## config.mk

```make
export PLATFORM = sky130hd
export DESIGN_NAME = pe_stream_ctrl
export DESIGN_NICKNAME = d
export VERILOG_FILES = /design/src/rtl/pe_stream_ctrl.sv
export SDC_FILE = /design/constraint.sdc
export NUM_CORES = 1
export LEC_CHECK = 0
export CAP_MARGIN = 30
export CORE_MARGIN = 5
export CORE_UTILIZATION = 53
export DETAILED_ROUTE_END_ITERATION = 8
export DONT_BUFFER_PORTS = 1
export GPL_ROUTABILITY_DRIVEN = 0
export PLACE_DENSITY_LB_ADDON = 0.15
export SYNTH_ARGS = -nofsm -noshare
export SYNTH_HDL_FRONTEND = slang
export SYNTH_SLANG_ARGS = --single-unit
```

## constraint.sdc

```tcl
create_clock -name clk -period 7.9 [get_ports clk]
set_input_delay 1.58 -clock clk [delete_from_list [all_inputs] [get_ports clk]]
set_output_delay 1.58 -clock clk [all_outputs]
set_load 0.03 [all_outputs]
```

## src/rtl/pe_stream_ctrl.sv

```systemverilog
// PE stream controller: fetches filter/ifmap/ipsum words from the global
// buffer, streams them into a processing element over valid/ready ports,
// and writes the PE's partial sums back to the buffer, one pass per output
// row (F+1 passes in total).
module pe_stream_ctrl #(
    parameter int DATA_BITS   = 32,
    parameter int ADDR_BITS   = 12,
    parameter int CONFIG_SIZE = 13
) (
    input  logic                   clk,
    input  logic                   rst,
    input  logic                   start,
    input  logic [CONFIG_SIZE-1:0] cfg,
    input  logic [ADDR_BITS-1:0]   filter_base,
    input  logic [ADDR_BITS-1:0]   ifmap_base,
    input  logic [ADDR_BITS-1:0]   ipsum_base,
    input  logic [ADDR_BITS-1:0]   opsum_base,
    output logic                   busy,
    output logic                   done,
    output logic                   pe_en,
    output logic [CONFIG_SIZE-1:0] pe_config,
    output logic                   rd_en,
    output logic [ADDR_BITS-1:0]   rd_addr,
    input  logic [DATA_BITS-1:0]   rd_data,
    output logic                   wr_en,
    output logic [ADDR_BITS-1:0]   wr_addr,
    output logic [DATA_BITS-1:0]   wr_data,
    output logic [DATA_BITS-1:0]   filter_data,
    output logic                   filter_valid,
    input  logic                   filter_ready,
    output logic [DATA_BITS-1:0]   ifmap_data,
    output logic                   ifmap_valid,
    input  logic                   ifmap_ready,
    output logic [DATA_BITS-1:0]   ipsum_data,
    output logic                   ipsum_valid,
    input  logic                   ipsum_ready,
    input  logic [DATA_BITS-1:0]   opsum_data,
    input  logic                   opsum_valid,
    output logic                   opsum_ready
);

    typedef enum logic [2:0] {
        S_IDLE   = 3'd0,
        S_CFG    = 3'd1,
        S_FILTER = 3'd2,
        S_IFMAP  = 3'd3,
        S_IPSUM  = 3'd4,
        S_OPSUM  = 3'd5,
        S_DONE   = 3'd6
    } state_t;

    localparam logic [ADDR_BITS-1:0] ZERO_A = {ADDR_BITS{1'b0}};
    localparam logic [ADDR_BITS-1:0] ONE_A  = {{(ADDR_BITS-1){1'b0}}, 1'b1};

    state_t                 state_r, state_s;
    logic [CONFIG_SIZE-1:0] cfg_r;
    logic [ADDR_BITS-1:0]   filter_base_r, ifmap_base_r, ipsum_base_r, opsum_base_r;
    logic [ADDR_BITS-1:0]   pass_r;       // current pass index k
    logic [ADDR_BITS-1:0]   issued_r;     // reads issued in this phase
    logic [ADDR_BITS-1:0]   accepted_r;   // words handed over in this phase
    logic [ADDR_BITS-1:0]   ifmap_off_r;  // ifmap offsets run on across passes
    logic [ADDR_BITS-1:0]   ipsum_off_r;  // equals k*N + words read this pass
    logic [ADDR_BITS-1:0]   opsum_off_r;  // equals k*N + words written this pass
    logic                   rd_pend_r;    // a read was issued last cycle
    logic                   hold_valid_r;
    logic [DATA_BITS-1:0]   hold_data_r;

    logic [ADDR_BITS-1:0]   rs_s, u_s, n_s, f_s, phase_cnt_s, filt_cnt_s;
    logic [5:0]             p6_s, rs6_s, filt_prod_s;
    logic                   read_state_s, cur_ready_s, accept_s, last_acc_s;
    logic                   rd_en_s, op_hs_s, op_last_s, phase_done_s, latch_s;
    logic [ADDR_BITS-1:0]   rd_addr_s;

    // Decode loop bounds from the latched configuration.
    always_comb begin
        rs_s        = {{(ADDR_BITS-2){1'b0}}, cfg_r[11:10]} + ONE_A;
        u_s         = {{(ADDR_BITS-1){1'b0}}, cfg_r[9]} + ONE_A;
        f_s         = {{(ADDR_BITS-5){1'b0}}, cfg_r[6:2]};
        p6_s        = {4'b0000, cfg_r[8:7]} + 6'd1;
        rs6_s       = {4'b0000, cfg_r[11:10]} + 6'd1;
        filt_prod_s = p6_s * rs6_s;
        filt_cnt_s  = {{(ADDR_BITS-6){1'b0}}, filt_prod_s};
        if (cfg_r[12]) begin
            n_s = {{(ADDR_BITS-2){1'b0}}, cfg_r[1:0]} + ONE_A;
        end else begin
            n_s = {{(ADDR_BITS-2){1'b0}}, cfg_r[8:7]} + ONE_A;
        end
    end

    // Per-phase word count, current stream's ready and read address.
    always_comb begin
        phase_cnt_s  = ZERO_A;
        cur_ready_s  = 1'b0;
        read_state_s = 1'b0;
        rd_addr_s    = ZERO_A;
        case (state_r)
            S_FILTER: begin
                phase_cnt_s  = filt_cnt_s;
                cur_ready_s  = filter_ready;
                read_state_s = 1'b1;
                rd_addr_s    = filter_base_r + issued_r;
            end
            S_IFMAP: begin
                phase_cnt_s  = (pass_r == ZERO_A) ? rs_s : u_s;
                cur_ready_s  = ifmap_ready;
                read_state_s = 1'b1;
                rd_addr_s    = ifmap_base_r + ifmap_off_r;
            end
            S_IPSUM: begin
                phase_cnt_s  = n_s;
                cur_ready_s  = ipsum_ready;
                read_state_s = 1'b1;
                rd_addr_s    = ipsum_base_r + ipsum_off_r;
            end
            S_OPSUM: begin
                phase_cnt_s  = n_s;
            end
            default: begin
                phase_cnt_s  = ZERO_A;
            end
        endcase
    end

    // Handshake events and read issue decision (at most one read in flight).
    always_comb begin
        accept_s     = read_state_s && hold_valid_r && cur_ready_s;
        last_acc_s   = accept_s && (accepted_r == (phase_cnt_s - ONE_A));
        rd_en_s      = read_state_s && (issued_r != phase_cnt_s) && !rd_pend_r &&
                       (!hold_valid_r || accept_s);
        op_hs_s      = (state_r == S_OPSUM) && opsum_valid;
        op_last_s    = op_hs_s && (accepted_r == (n_s - ONE_A));
        phase_done_s = last_acc_s || op_last_s;
        latch_s      = (state_r == S_IDLE) && start;
    end

    // Next-state logic.
    always_comb begin
        state_s = state_r;
        case (state_r)
            S_IDLE:   state_s = start ? S_CFG : S_IDLE;
            S_CFG:    state_s = S_FILTER;
            S_FILTER: state_s = last_acc_s ? S_IFMAP : S_FILTER;
            S_IFMAP:  state_s = last_acc_s ? S_IPSUM : S_IFMAP;
            S_IPSUM:  state_s = last_acc_s ? S_OPSUM : S_IPSUM;
            S_OPSUM: begin
                if (op_last_s) begin
                    state_s = (pass_r == f_s) ? S_DONE : S_IFMAP;
                end else begin
                    state_s = S_OPSUM;
                end
            end
            S_DONE:   state_s = S_IDLE;
            default:  state_s = S_IDLE;
        endcase
    end

    // State register.
    always_ff @(posedge clk or posedge rst) begin
        if (rst) begin
            state_r <= S_IDLE;
        end else begin
            state_r <= state_s;
        end
    end

    // Capture configuration and base addresses when a command is accepted.
    always_ff @(posedge clk or posedge rst) begin
        if (rst) begin
            cfg_r         <= {CONFIG_SIZE{1'b0}};
            filter_base_r <= ZERO_A;
            ifmap_base_r  <= ZERO_A;
            ipsum_base_r  <= ZERO_A;
            opsum_base_r  <= ZERO_A;
        end else if (latch_s) begin
            cfg_r         <= cfg;
            filter_base_r <= filter_base;
            ifmap_base_r  <= ifmap_base;
            ipsum_base_r  <= ipsum_base;
            opsum_base_r  <= opsum_base;
        end
    end

    // Phase/pass counters and running address offsets.
    always_ff @(posedge clk or posedge rst) begin
        if (rst) begin
            pass_r      <= ZERO_A;
            issued_r    <= ZERO_A;
            accepted_r  <= ZERO_A;
            ifmap_off_r <= ZERO_A;
            ipsum_off_r <= ZERO_A;
            opsum_off_r <= ZERO_A;
        end else if (latch_s) begin
            pass_r      <= ZERO_A;
            issued_r    <= ZERO_A;
            accepted_r  <= ZERO_A;
            ifmap_off_r <= ZERO_A;
            ipsum_off_r <= ZERO_A;
            opsum_off_r <= ZERO_A;
        end else begin
            if (phase_done_s) begin
                issued_r   <= ZERO_A;
                accepted_r <= ZERO_A;
            end else begin
                if (rd_en_s) begin
                    issued_r <= issued_r + ONE_A;
                end
                if (accept_s || op_hs_s) begin
                    accepted_r <= accepted_r + ONE_A;
                end
            end
            if (rd_en_s && (state_r == S_IFMAP)) begin
                ifmap_off_r <= ifmap_off_r + ONE_A;
            end
            if (rd_en_s && (state_r == S_IPSUM)) begin
                ipsum_off_r <= ipsum_off_r + ONE_A;
            end
            if (op_hs_s) begin
                opsum_off_r <= opsum_off_r + ONE_A;
            end
            if (op_last_s && (state_s == S_IFMAP)) begin
                pass_r <= pass_r + ONE_A;
            end
        end
    end

    // Read-return capture into the single-entry hold register.
    always_ff @(posedge clk or posedge rst) begin
        if (rst) begin
            rd_pend_r    <= 1'b0;
            hold_valid_r <= 1'b0;
            hold_data_r  <= {DATA_BITS{1'b0}};
        end else if (latch_s) begin
            rd_pend_r    <= 1'b0;
            hold_valid_r <= 1'b0;
            hold_data_r  <= {DATA_BITS{1'b0}};
        end else begin
            rd_pend_r <= rd_en_s;
            if (rd_pend_r) begin
                hold_valid_r <= 1'b1;
                hold_data_r  <= rd_data;
            end else if (accept_s) begin
                hold_valid_r <= 1'b0;
            end
        end
    end

    // Output decode; everything is gated by state so reset forces all zeros.
    always_comb begin
        busy         = (state_r != S_IDLE);
        done         = (state_r == S_DONE);
        pe_en        = (state_r == S_CFG);
        pe_config    = pe_en ? cfg_r : {CONFIG_SIZE{1'b0}};
        rd_en        = rd_en_s;
        rd_addr      = rd_en_s ? rd_addr_s : ZERO_A;
        filter_valid = (state_r == S_FILTER) && hold_valid_r;
        ifmap_valid  = (state_r == S_IFMAP) && hold_valid_r;
        ipsum_valid  = (state_r == S_IPSUM) && hold_valid_r;
        filter_data  = filter_valid ? hold_data_r : {DATA_BITS{1'b0}};
        ifmap_data   = ifmap_valid ? hold_data_r : {DATA_BITS{1'b0}};
        ipsum_data   = ipsum_valid ? hold_data_r : {DATA_BITS{1'b0}};
        opsum_ready  = (state_r == S_OPSUM);
        wr_en        = op_hs_s;
        wr_addr      = op_hs_s ? (opsum_base_r + opsum_off_r) : ZERO_A;
        wr_data      = op_hs_s ? opsum_data : {DATA_BITS{1'b0}};
    end

endmodule

```

==> results of run 1 <==
## worst max path at each step
stage / end / depth (start not counted)
after global placement: rd_addr[1] / 12
after floorplan: accepted_r[0] / 1
after CTS: rd_addr[1] / 12
after global routing: rd_addr[1] / 12
final: rd_addr[1] / 12
after detailed placement: rd_addr[1] / 12
## layer usage
layer	share of wire [%]	wire length [um]	track usage [%]	up-vias
li1	-	-	-	4601
met1	47	14700	36.9	4584
met2	45	14300	36.2	337
met3	6.8	2160	5.93	33
met4	1.2	374	4.63	0
met5	0	0	0	-
## sequential cells by signal (all words and copies together) (netlist names)
signal         count
accepted_r        12
cfg_r             13
filter_base_r     12
hold_data_r       32
hold_valid_r       1
ifmap_base_r      12
ifmap_off_r       12
ipsum_base_r      12
ipsum_off_r       12
issued_r          12
opsum_base_r      12
opsum_off_r       12
pass_r            12
rd_pend_r          1
state_r            3
## worst max-delay path, stage by stage (launching register included)
cell and delay [ns]:
dfrtp_1 0.46, ha_1 0.38, and2_1 0.20, fa_1 0.47
ha_1 0.24, fa_1 0.46, xor2_1 0.36, a32oi_1 0.10
o2bb2ai_1 0.16, o2111ai_1 0.17, o31ai_4 0.83, inv_2 0.37
and2_1 0.39
## cells in the final DEF, fill, tap and decap left out, drive strengths merged, types with 4 or more instances in the layout
master	n
nand2	268
dfrtp	170
nor2	139
and3	108
ha	62
and2	61
xnor2	55
mux2i	51
a21oi	45
xor2	40
o21ai	33
inv	31
nand3	28
nor3	28
nand4	22
clkbuf	19
or3	16
nor4	16
a21o	12
buf	10
o21a	9
nor2b	8
a211oi	8
a22oi	6
fa	6
nand2b	6
o31ai	6
o41ai	5
a31oi	5
o2bb2ai	4
bufinv	4
o2111ai	4
nor3b	4
## metrics by stage
step                area, um2  setup slack [ns]
floorplan               11500              1.72
global route            12400             0.996
CTS                     12400              1.31
detailed placement      11700              1.79
finish                  12400              1.31
global placement        11700              1.87
## cell usage after synthesis (5+ instances only)
cell type and count:
nand2_1 267, dfrtp_1 170, nor2_1 137, and3_1 108, clkbuf_1 65, ha_1 62
and2_1 61, xnor2_1 55, mux2i_1 51, a21oi_1 45, xor2_1 40, nand3_1 28
nor3_1 27, o21ai_0 25, inv_1 24, nand4_1 22, or3_1 16, a21o_1 12
nor4_1 9, o21a_1 9, a211oi_1 8, nor2b_1 8, o21ai_1 8, a22oi_1 6
buf_2 6, fa_1 6, nor4_2 6, nand2b_1 5, o41ai_1 5
## final cells by class
class | count | area, um2 | share of cell area (%)
flip-flops and latches | 170 | 4260 | 34.3
clock buffers | 19 | 453 | 3.65
multi-input cells | 1096 | 6920 | 55.8
well taps | 280 | 350 | 2.82
repair buffers | 10 | 124 | 0.998
clock inverters | 13 | 203 | 1.63
inverters | 26 | 103 | 0.827
## power groups by stage
stage	combinational [W]	clock, W	sequential, W
4_1_cts	0.00233	0.000953	0.00156
5_1_grt	0.00268	0.000991	0.00152
3_3_place_gp	0.00227	0	0.00156
3_5_place_dp	0.00231	0	0.00157
2_1_floorplan	0.00206	0	0.00134
6_report	0.00244	0.000930	0.00149
## logic make-up after synthesis
kind of cell             count (synthesis)
AND/OR/NAND/NOR                        716
flip-flops                             170
AO/OA/AOI/OAI                          164
buffers and inverters                  100
XOR/XNOR                                96
adder cells (fa/ha/maj)                 68
multiplexers                            52
==> results.sh, run 1 <==
export IMPL_wire_per_inst_um=19.5
export IMPL_status="complete, no violations"
export IMPL_rr_startpoint="cfg_r[7]"
export IMPL_synth_edf_count=0
export IMPL_p_comb_share_pct=50.3
export IMPL_critPathKind="reg2out"
export IMPL_maxSlewViolCount=0
export IMPL_setup_tns_ns=0
export IMPL_timing_rr_end="accepted_r[1]"
export IMPL_cts_root_buf="clkbuf_16"
export IMPL_syn_num_nets=1566
export IMPL_synth_compound_area_share_pct=9.62
export IMPL_synthToLayoutAreaGrowth_pct=7.45
export IMPL_dp_cells=1580
export IMPL_finalCritPeriodShare_pct=83.5
export IMPL_initial_utilization_pct=53.4
export IMPL_rsz0062_at_grt="false"
export IMPL_r2r_cells=12
export IMPL_dp_final_hpwl_um=22500
export IMPL_slew_headroom_pct=34.8
export IMPL_drive_above_1_share_pct=5.70
export IMPL_cp_data_arrival_time_ns=5.01
export IMPL_clkTransAtPathRegs_ns=0.07
export IMPL_whs_ns=0.485
export IMPL_clock_latency_ns=0.43
export IMPL_holdBufCountCts=0
export IMPL_p_seq_share_pct=30.6
export IMPL_ant_nets=0
export IMPL_worstSetupEndpointType="output pin"
export IMPL_cap_viol_max_count=0
export IMPL_cts_buffer_depth=2
export IMPL_postLayoutCoreUtil_pct=57.4
export IMPL_synth_top_cell_by_area="dfrtp_1"
export IMPL_crit_required_ns=6.32
export IMPL_via_per_inst=5.92
export IMPL_htree_levels=4
export IMPL_skew_ns=0.0107
export IMPL_nNetsFinal=1521
export IMPL_hold_path_class="reg2reg"
export IMPL_synth_top_family_by_area="simple AND/OR/NAND/NOR gates"
export IMPL_finalNonFillerCells=1614
export IMPL_netlist_top_cells_area="dfrtp_1, nand2_1, ha_1"
export IMPL_synth_area_per_cell_um2=8.45
export IMPL_p_per_area_mw_per_mm2=391
export IMPL_wl_um=31500
export IMPL_firstDrtPassIters=5
export IMPL_cts_tree="done"
export IMPL_p_leak_nw=6.17
export IMPL_min_to="filter_base_r[9]"
export IMPL_port_buffers=0
export IMPL_p_sw_share_pct=48.1
export IMPL_drt_drc_violations_left=0
export IMPL_worstMarginPinSlew_ns=0.978
export IMPL_synth_adder_area_share_pct=7.76
export IMPL_numCtsBuffers=17
export IMPL_min_period_ns=6.59
export IMPL_synth_seq_area_share_pct=36.8
export IMPL_ir_drop_mv=0.217
export IMPL_crit_path_start="cfg_r[7]"
export IMPL_antenna_found_initial=0
export IMPL_synth_top_area_share_pct=36.8
export IMPL_power_total_w=0.00486
export IMPL_p_sw_w=0.00234
export IMPL_p_int_w=0.00252
export IMPL_reg2reg_slack_ns=2.94
export IMPL_die_x_um=158
export IMPL_rows=54
export IMPL_core_mm2=0.0216
export IMPL_synth_mux_area_fraction_pct=4.52
export IMPL_netlist_area_mm2=0.0115
export IMPL_fill_cells=2014
export IMPL_cp_max_fo=21
export IMPL_ys_async_sr_fraction_pct=100
export IMPL_grt_util_all_layers_pct=24.5
export IMPL_yosys_register_bits=170
export IMPL_clock_power_share_pct=19.1
export IMPL_grt_max_degree=104
export IMPL_io_pin_count=306
export IMPL_grt_pass1_vias=8972
export IMPL_synth_cells=1366
export IMPL_synth_xor_area_share_pct=7.40
export IMPL_synthSimpleGateAreaFrac_pct=30.4
export IMPL_synth_ff_type="dfrtp_1"
export IMPL_hold_viol=0
export IMPL_postCtsSetupBuffers=0
export IMPL_die_h_um=158
export IMPL_dieArea_mm2=0.0248
export IMPL_clock_sinks=170
export IMPL_synth_warnings=0
export IMPL_overflow=0
export IMPL_postCtsResizedCells=0
export IMPL_min_delay_start="filter_base_r[9]"
export IMPL_synth_cell_types=74
export IMPL_holdPathStages=2
export IMPL_grt_pass1_wl_um=48500
export IMPL_worst_setup_path_start_kind="register"
export IMPL_num_antenna_cells=0
export IMPL_vias=9555
export IMPL_clock_fmax_ghz=0.152
export IMPL_drtIter0Drc=729
export IMPL_setup_viol=0
(Power assumes the default switching activity.)
==> run 2, diff against run 1 <==
Clock period 7.9 ns to 6 ns, I/O delays scaled along.
==> results.sh, run 2 (synthesis gave the netlist of run 1 again) <==
export IMPL_worst_setup_path_start_kind="register"
export IMPL_worstMarginPinSlew_ns=1.00
export IMPL_worstSetupEndpointType="output pin"
export IMPL_wl_um=31600
export IMPL_vias=9592
export IMPL_wire_per_inst_um=19.5
export IMPL_slew_headroom_pct=32.9
export IMPL_dp_cells=1585
export IMPL_r2r_cells=12
export IMPL_use_met2_pct=37.4
export IMPL_cap_viol_max_count=0
export IMPL_die_x_um=158
export IMPL_die_h_um=158
export IMPL_holdPathStages=2
export IMPL_synthToLayoutAreaGrowth_pct=7.12
export IMPL_setup_viol=0
export IMPL_fin_area_mm2=0.0124
export IMPL_nNetsFinal=1525
export IMPL_cts_tree="done"
export IMPL_reg2reg_slack_ns=1.21
export IMPL_min_period_ns=5.55
export IMPL_overflow=0
export IMPL_postCtsSetupBuffers=0
export IMPL_dp_final_hpwl_um=22700
export IMPL_ir_drop_mv=0.257
export IMPL_hold_viol=0
export IMPL_status="complete, no violations"
export IMPL_grt_use_met3_pct=5.52
export IMPL_slowest_stage="a21oi_1"
export IMPL_core_mm2=0.0216
export IMPL_finalCritPeriodShare_pct=92.5
export IMPL_largestRegisters="hold_data_r (32), cfg_r (13)"
export IMPL_whs_ns=0.487
export IMPL_mostFrequentLayoutCell="nand2_1"
export IMPL_p_per_area_mw_per_mm2=514
export IMPL_clock_sinks=170
export IMPL_clock_latency_ns=0.43
export IMPL_power_total_w=0.00636
export IMPL_final_cell_mix="nand2_1, dfrtp_1, nor2_1"
export IMPL_ant_nets=0
export IMPL_firstDrtPassIters=5
export IMPL_via_per_inst=5.93
export IMPL_drtIter0Drc=710
export IMPL_port_buffers=0
export IMPL_cts_buffer_depth=2
export IMPL_grt_max_degree=100
export IMPL_drt_drc_violations_left=0
export IMPL_placed_cell_area_mm2=0.0117
export IMPL_cts_root_buf="clkbuf_16"
export IMPL_cp_max_fo=10
export IMPL_setup_tns_ns=0
export IMPL_largest_reg_flops=32
export IMPL_critPathKind="reg2out"
export IMPL_clock_fmax_ghz=0.180
export IMPL_clkTransAtPathRegs_ns=0.07
export IMPL_finalNonFillerCells=1618
export IMPL_rsz0062_at_grt="false"
export IMPL_cp_data_arrival_time_ns=4.35
export IMPL_crit_required_ns=4.80
export IMPL_hold_path_class="reg2reg"
export IMPL_htree_levels=4
export IMPL_rows=54
export IMPL_numCtsBuffers=17
export IMPL_maxSlewViolCount=0
export IMPL_skew_ns=0.0117
export IMPL_drive_above_1_share_pct=5.83
export IMPL_cp_cell_sequence="ha_1, and2_1, fa_1, ha_1, fa_1, xor2_1, o21ai_0, o2bb2ai_1, o2111ai_1, o31ai_4, buf_4, a21oi_1"
export IMPL_grt_pass1_vias=8956
export IMPL_holdBufCountCts=0
export IMPL_crit_path_max_incr_delay_ns=0.56
export IMPL_postCtsResizedCells=0
export IMPL_dieArea_mm2=0.0248
export IMPL_antenna_found_initial=1
export IMPL_p_leak_nw=6.14
export IMPL_initial_utilization_pct=53.4
export IMPL_grt_util_all_layers_pct=24.4
export IMPL_grt_busiest_layer="met2"
export IMPL_io_pin_count=306
export IMPL_met1_usage_pct=36.3
export IMPL_regMostFlops="hold_data_r"
export IMPL_grt_pass1_wl_um=48700
[run 2: area by class of cell]
class | count | area (um2)
Antenna cell | 1 | 2.50
Clock buffer | 19 | 443
Clock inverter | 12 | 165
Fill cell | 1956 | 9250
Inverter | 26 | 103
Multi-Input combinational cell | 1096 | 6920
Sequential cell | 170 | 4260
Tap cell | 280 | 350
Timing Repair Buffer | 14 | 130
[run 2: critical path: cells and delay by family (launching register included)]
kind	cells	cell delay, ns
buffers and inverters	1	0.22
XOR/XNOR	1	0.37
adder cells (fa/ha/maj)	4	1.53
flip-flops	1	0.46
AO/OA/AOI/OAI	5	1.15
AND/OR/NAND/NOR	1	0.19
[run 2: metrics by stage]
| step | utilization, % | setup WS [ns] |
|---|---|---|
| 6_report | 57.2 | 0.450 |
| 3_3_place_gp | 54.2 | 1.01 |
| 5_1_grt | 57.2 | 0.320 |
| 4_1_cts | 57.1 | 0.486 |
| 3_5_place_dp | 54.3 | 0.948 |
| 2_1_floorplan | - | 0.197 |
[run 2: report_power, final]
| part | switching [W] | internal (W) | leakage (nW) |
|---|---|---|---|
| Sequential | 0.000439 | 0.00151 | 2.18 |
| Combinational | 0.00215 | 0.00109 | 3.68 |
| Clock | 0.000490 | 0.000671 | 0.281 |
[run 2: path summary, 6_finish.rpt]
path / startpoint / endpoint
min in group asynchronous: rst / ipsum_base_r[0]
worst min-delay path: opsum_base_r[9] / opsum_base_r[9]
max in group asynchronous: rst / hold_valid_r
worst min register to register: opsum_base_r[9] / opsum_base_r[9]
worst max-delay path: cfg_r[7] / rd_addr[8]
worst max register to register: cfg_r[7] / accepted_r[1]
[run 2: layer usage]
layer,vias up,wire length (um)
met5,-,0
met4,0,232
met3,28,2020
met2,309,14600
met1,4654,14700
li1,4601,-
==> run 3, diff against run 2 <==
Settings changed: CORE_UTILIZATION 53 to 59.
==> results.sh, run 3 (synthesis gave the netlist of run 1 again) <==
export IMPL_cts_root_buf="clkbuf_16"
export IMPL_worstSetupEndpointType="output pin"
export IMPL_dp_final_hpwl_um=22700
export IMPL_cts_tree="done"
export IMPL_crit_required_ns=4.80
export IMPL_num_antenna_cells=0
export IMPL_postLayoutCoreUtil_pct=63.6
export IMPL_htree_levels=4
export IMPL_p_leak_nw=6.15
export IMPL_grt_max_degree=104
export IMPL_clock_fmax_ghz=0.180
export IMPL_grt_util_all_layers_pct=26.8
export IMPL_clock_sinks=170
export IMPL_firstDrtPassIters=6
export IMPL_slew_headroom_pct=32.4
export IMPL_mostFrequentLayoutCell="nand2_1"
export IMPL_clock_latency_ns=0.43
export IMPL_finalCritPeriodShare_pct=92.7
export IMPL_worstMarginPinSlew_ns=1.01
export IMPL_rows=51
export IMPL_ir_drop_mv=0.260
export IMPL_cp_data_arrival_time_ns=4.36
export IMPL_ant_nets=0
export IMPL_grt_pass1_vias=9174
export IMPL_die_h_um=150
export IMPL_rsz0062_at_grt="false"
export IMPL_die_x_um=150
export IMPL_final_cell_mix="nand2_1, dfrtp_1, nor2_1"
export IMPL_place_ws_ns=0.913
export IMPL_maxSlewViolCount=0
export IMPL_drive_above_1_share_pct=5.77
export IMPL_clkTransAtPathRegs_ns=0.07
export IMPL_port_buffers=0
export IMPL_grt_pass1_wl_um=48500
export IMPL_hold_viol=0
export IMPL_cap_viol_max_count=0
export IMPL_drtIter0Drc=682
export IMPL_wire_per_inst_um=19.5
export IMPL_setup_tns_ns=0
export IMPL_status="complete, no violations"
export IMPL_skew_ns=0.0107
export IMPL_overflow=0
export IMPL_regMostFlops="hold_data_r"
export IMPL_worst_setup_path_start_kind="register"
export IMPL_via_per_inst=6.06
export IMPL_synthToLayoutAreaGrowth_pct=6.80
export IMPL_power_total_w=0.00632
export IMPL_p_per_area_mw_per_mm2=513
export IMPL_largestRegisters="hold_data_r (32), cfg_r (13)"
export IMPL_initial_utilization_pct=59.5
export IMPL_min_period_ns=5.56
export IMPL_postCtsResizedCells=0
export IMPL_core_mm2=0.0194
export IMPL_nNetsFinal=1523
export IMPL_cp_max_fo=13
export IMPL_wl_um=31200
export IMPL_postCtsSetupBuffers=0
export IMPL_hold_path_class="reg2reg"
export IMPL_setup_viol=0
export IMPL_largest_reg_flops=32
export IMPL_dieArea_mm2=0.0225
export IMPL_setup_ws_ns=0.440
export IMPL_numCtsBuffers=17
export IMPL_holdBufCountCts=0
export IMPL_antenna_found_initial=0
export IMPL_cts_buffer_depth=2
export IMPL_vias=9700
export IMPL_io_pin_count=306
export IMPL_drt_drc_violations_left=0
export IMPL_critPathKind="reg2out"
-- run 3: worst max-delay path: stages (launching register included) --
cell and delay, ns:
dfrtp_1 0.47, ha_1 0.39, and2_1 0.20, fa_1 0.46
ha_1 0.24, fa_1 0.45, xor2_1 0.36, a32oi_1 0.11
o2bb2ai_1 0.16, o2111ai_1 0.16, o31ai_4 0.59, inv_2 0.07
and2_1 0.29
-- run 3: final timing paths --
kind                       cells after the start  slack [ns]             from          endpoint
setup / recovery                              12        0.44         cfg_r[7]        rd_addr[1]
hold / removal                                 2        0.48  opsum_base_r[5]   opsum_base_r[5]
setup reg to reg                              12        1.08         cfg_r[7]     accepted_r[8]
hold reg to reg                                2        0.48  opsum_base_r[5]   opsum_base_r[5]
max in group asynchronous                      2        4.12              rst      hold_valid_r
min in group asynchronous                      1        0.70              rst  ipsum_base_r[11]
-- run 3: metrics by stage --
step | std cells | hold WS (ns) | instance area, um2
after floorplan | 1366 | 0.452 | 11500
after global placement | 1567 | 0.470 | 11700
after detailed placement | 1567 | 0.469 | 11700
after CTS | 1598 | 0.491 | 12300
after global routing | 1600 | 0.510 | 12300
final | 1600 | 0.484 | 12300
-- run 3: routing by layer --
layer  global-route usage (%)  wire length, um  vias to the layer above
li1                         -                -                     4608
met1                     39.5            14100                     4728
met5                        0                0                        -
met3                     5.12             2150                       30
met2                     41.6            14600                      334
met4                     5.31              306                        0
-- run 3: cell type report --
type                       instances  area (um2)
tap                              265         332
multi-input combinational       1096        6920
sequential                       170        4260
fill                            1717        7060
inverter                          26         103
clock inverter                    13         169
timing repair buffer              12         115
clock buffer                      18         439
-- run 3: report_power, final --
group / switching, W / internal [W] / total [W]
logic: 0.00215 / 0.00108 / 0.00324
clock network: 0.000481 / 0.000670 / 0.00115
registers: 0.000419 / 0.00151 / 0.00193
==> RTL edit, RTL diff (settings of run 3) <==
The parameter `CONFIG_SIZE` goes from 13 to 26.
--- a/src/rtl/pe_stream_ctrl.sv
+++ b/src/rtl/pe_stream_ctrl.sv
@@ -6,5 +6,5 @@
     parameter int DATA_BITS   = 32,
     parameter int ADDR_BITS   = 12,
-    parameter int CONFIG_SIZE = 13
+    parameter int CONFIG_SIZE = 26
 ) (
     input  logic                   clk,
Ports: changed (resized cfg and pe_config); port bits go from 306 to 332. The function was not compared with the original's and may differ.
==> RTL edit against run 3 <==
Core utilization hardly changed; cell area is 4.7% higher; via count increased by 5.4%; sequential power grew 11%; sequential cell count is 13 higher; setup slack worse by 240 ps; area after synthesis grew 5.5%; cell count up 4.3%; first-iteration DRC count increased by 40%; wire length up 10%; power is 4.9% higher; critical path type unchanged; highest routed layer is now met5.
==> RTL edit: results (changes against run 3) <==
* Status: finished clean
* First-pass GRT wire length at 54300 um (+12%)
* Hold Path Sink: cfg_r[21]
* Synth area leaders: dfrtp_1 38%, nand2_1 8.9%, and3_1 7.5%
* Critical R2R Launch: cfg_r[10]
* VDD IR max at 0.319 mV (+23%)
* Post-CTS setup buffers at 0 (unchanged)
* WHS at 472 ps (-12.5 ps)
* Top Registers: hold_data_r x32, cfg_r x26
* Post-Synth XOR/XNOR Area at 0.0787 (+0.00467)
* Sequential cell area fraction in the yosys report at 0.376 (+0.00752)
* Initial antenna violation count at 4 (+4)
* Total Routing Usage GR at 0.283 (+0.0144)
* Internal at 3410 uW (+4.3%)
* Worst-Margin Slew at 1040 ps (+35.8 ps)
* Pin count of the biggest net entering global routing at 184 (+77%)
* Crit path DAT at 4600 ps (+240 ps)
* WL/cell at 20.6 um (+5.5%)
* Pleak at 0.00661 uW (+7.5%)
* Iteration-0 DRC Markers at 957 (+40%)
* Min-delay src: cfg_r[21]
* HPWL Detailed at 25200 um (+11%)
* Slowest-stage cell, CP: fa_2
* Clock skew at 15.0 ps (+4.26 ps)
* Maxcap violations at 0 (unchanged)
* Crit Path Max Fanout at 12 (-1)
* Synthesized net count at 1648 (+5.2%)
* Worst reg2reg path depth at 13 (+1)
* Post-Synth Adder-Cell Area at 0.0735 (-0.00404)
* Nets at 1596 (+4.8%)
* Mux contribution to synthesized area at 0.0401 (-0.00513)
* Fraction of layout cells with a size suffix above 1 at 0.0595 (+0.00178)
* Commonest cells in the netlist: 289 x nand2_1, 183 x dfrtp_1, 146 x and3_1
* Yosys cell types at 78 (+5.4%)
* Area fraction in compound gates after synthesis at 0.0897 (-0.00655)
* Via/cell ratio at 6.13 (+1.1%)
* Worst slack, placed at 441 ps (-472 ps)
* Vias in the first global route at 9711 (+5.9%)
## RTL edit: cell count changes after synthesis, moves of 5 or more
cell	before	now
clkbuf_1	65	73
xor2_1	40	47
mux2i_1	51	44
nor2_1	137	145
nor3_1	27	37
or3_1	16	11
and3_1	108	146
nor4_2	6	0
nand2_1	267	289
o21ai_1	8	0
o21a_1	9	4
and2_1	61	36
dfrtp_1	170	183
## RTL edit: timing repair
item,4_1_cts,5_1_grt
pin swaps,1,1
setup endpoints to repair,2,2
gates cloned,0,0
gates resized for setup,3,2
## RTL edit: critical path, delay by kind of cell, from the launching register on
kind	cells	cell delay, ps
adder cells (fa/ha/maj)	4	1670
AO/OA/AOI/OAI	3	930
AND/OR/NAND/NOR	4	710
flip-flops	1	470
buffers and inverters	2	380
## RTL edit: final cells by class
class / count / share of cell area
timing repair buffer: 15 / 0.0107
clock inverter: 14 / 0.0107
multi-input combinational: 1143 / 0.556
sequential: 183 / 0.355
clock buffer: 18 / 0.0340
antenna: 2 / 0.000388
tap: 270 / 0.0262
inverter: 23 / 0.00698
## RTL edit: metrics by stage
| step | cell area (um2) | std cells | util |
|---|---|---|---|
| floorplan | 12200 | 1435 | - |
| global placement | 12300 | 1633 | 0.605 |
| detailed placement | 12300 | 1633 | 0.605 |
| CTS | 12900 | 1665 | 0.634 |
| global route | 12900 | 1667 | 0.636 |
| finish | 12900 | 1668 | 0.636 |
## RTL edit: how the worst max path moves through the flow
stage,startpoint,endpoint,slack [ps],depth (start not counted)
detailed placement,cfg_r[10],rd_addr[1],440,13
finish,cfg_r[10],rd_addr[1],200,13
CTS,cfg_r[10],rd_addr[1],90,13
global route,cfg_r[10],rd_addr[0],60,13
global placement,cfg_r[10],rd_addr[1],430,13
floorplan,cfg_r[10],rd_addr[0],830,14
## RTL edit: logic make-up (layout without fill, tap and decap cells)
group                    after synthesis  after routing
buffers and inverters                109             70
multiplexers                          48             48
adder cells (fa/ha/maj)               68             68
flip-flops                           183            183
AO/OA/AOI/OAI                        157            157
AND/OR/NAND/NOR                      763            763
XOR/XNOR                             107            107
other                                  0              2
## RTL edit: power by group through the flow
stage	registers, uW	logic (uW)	clock network (uW)
floorplan	1910	2840	0
global placement	2200	3180	0
detailed placement	2220	3240	0
CTS	2190	3280	1130
global route	2210	3720	1180
finish	2150	3380	1100
## RTL edit: routing by layer
| layer | GRT usage | share of wire | routed length (um) | up-vias |
|---|---|---|---|---|
| met4 | 0.0618 | 0.018 | 602 | 2 |
| li1 | - | - | - | 4827 |
| met2 | 0.426 | 0.45 | 15500 | 412 |
| met3 | 0.0978 | 0.095 | 3250 | 55 |
| met5 | 0 | 0.00038 | 13 | - |
| met1 | 0.397 | 0.44 | 15000 | 4931 |
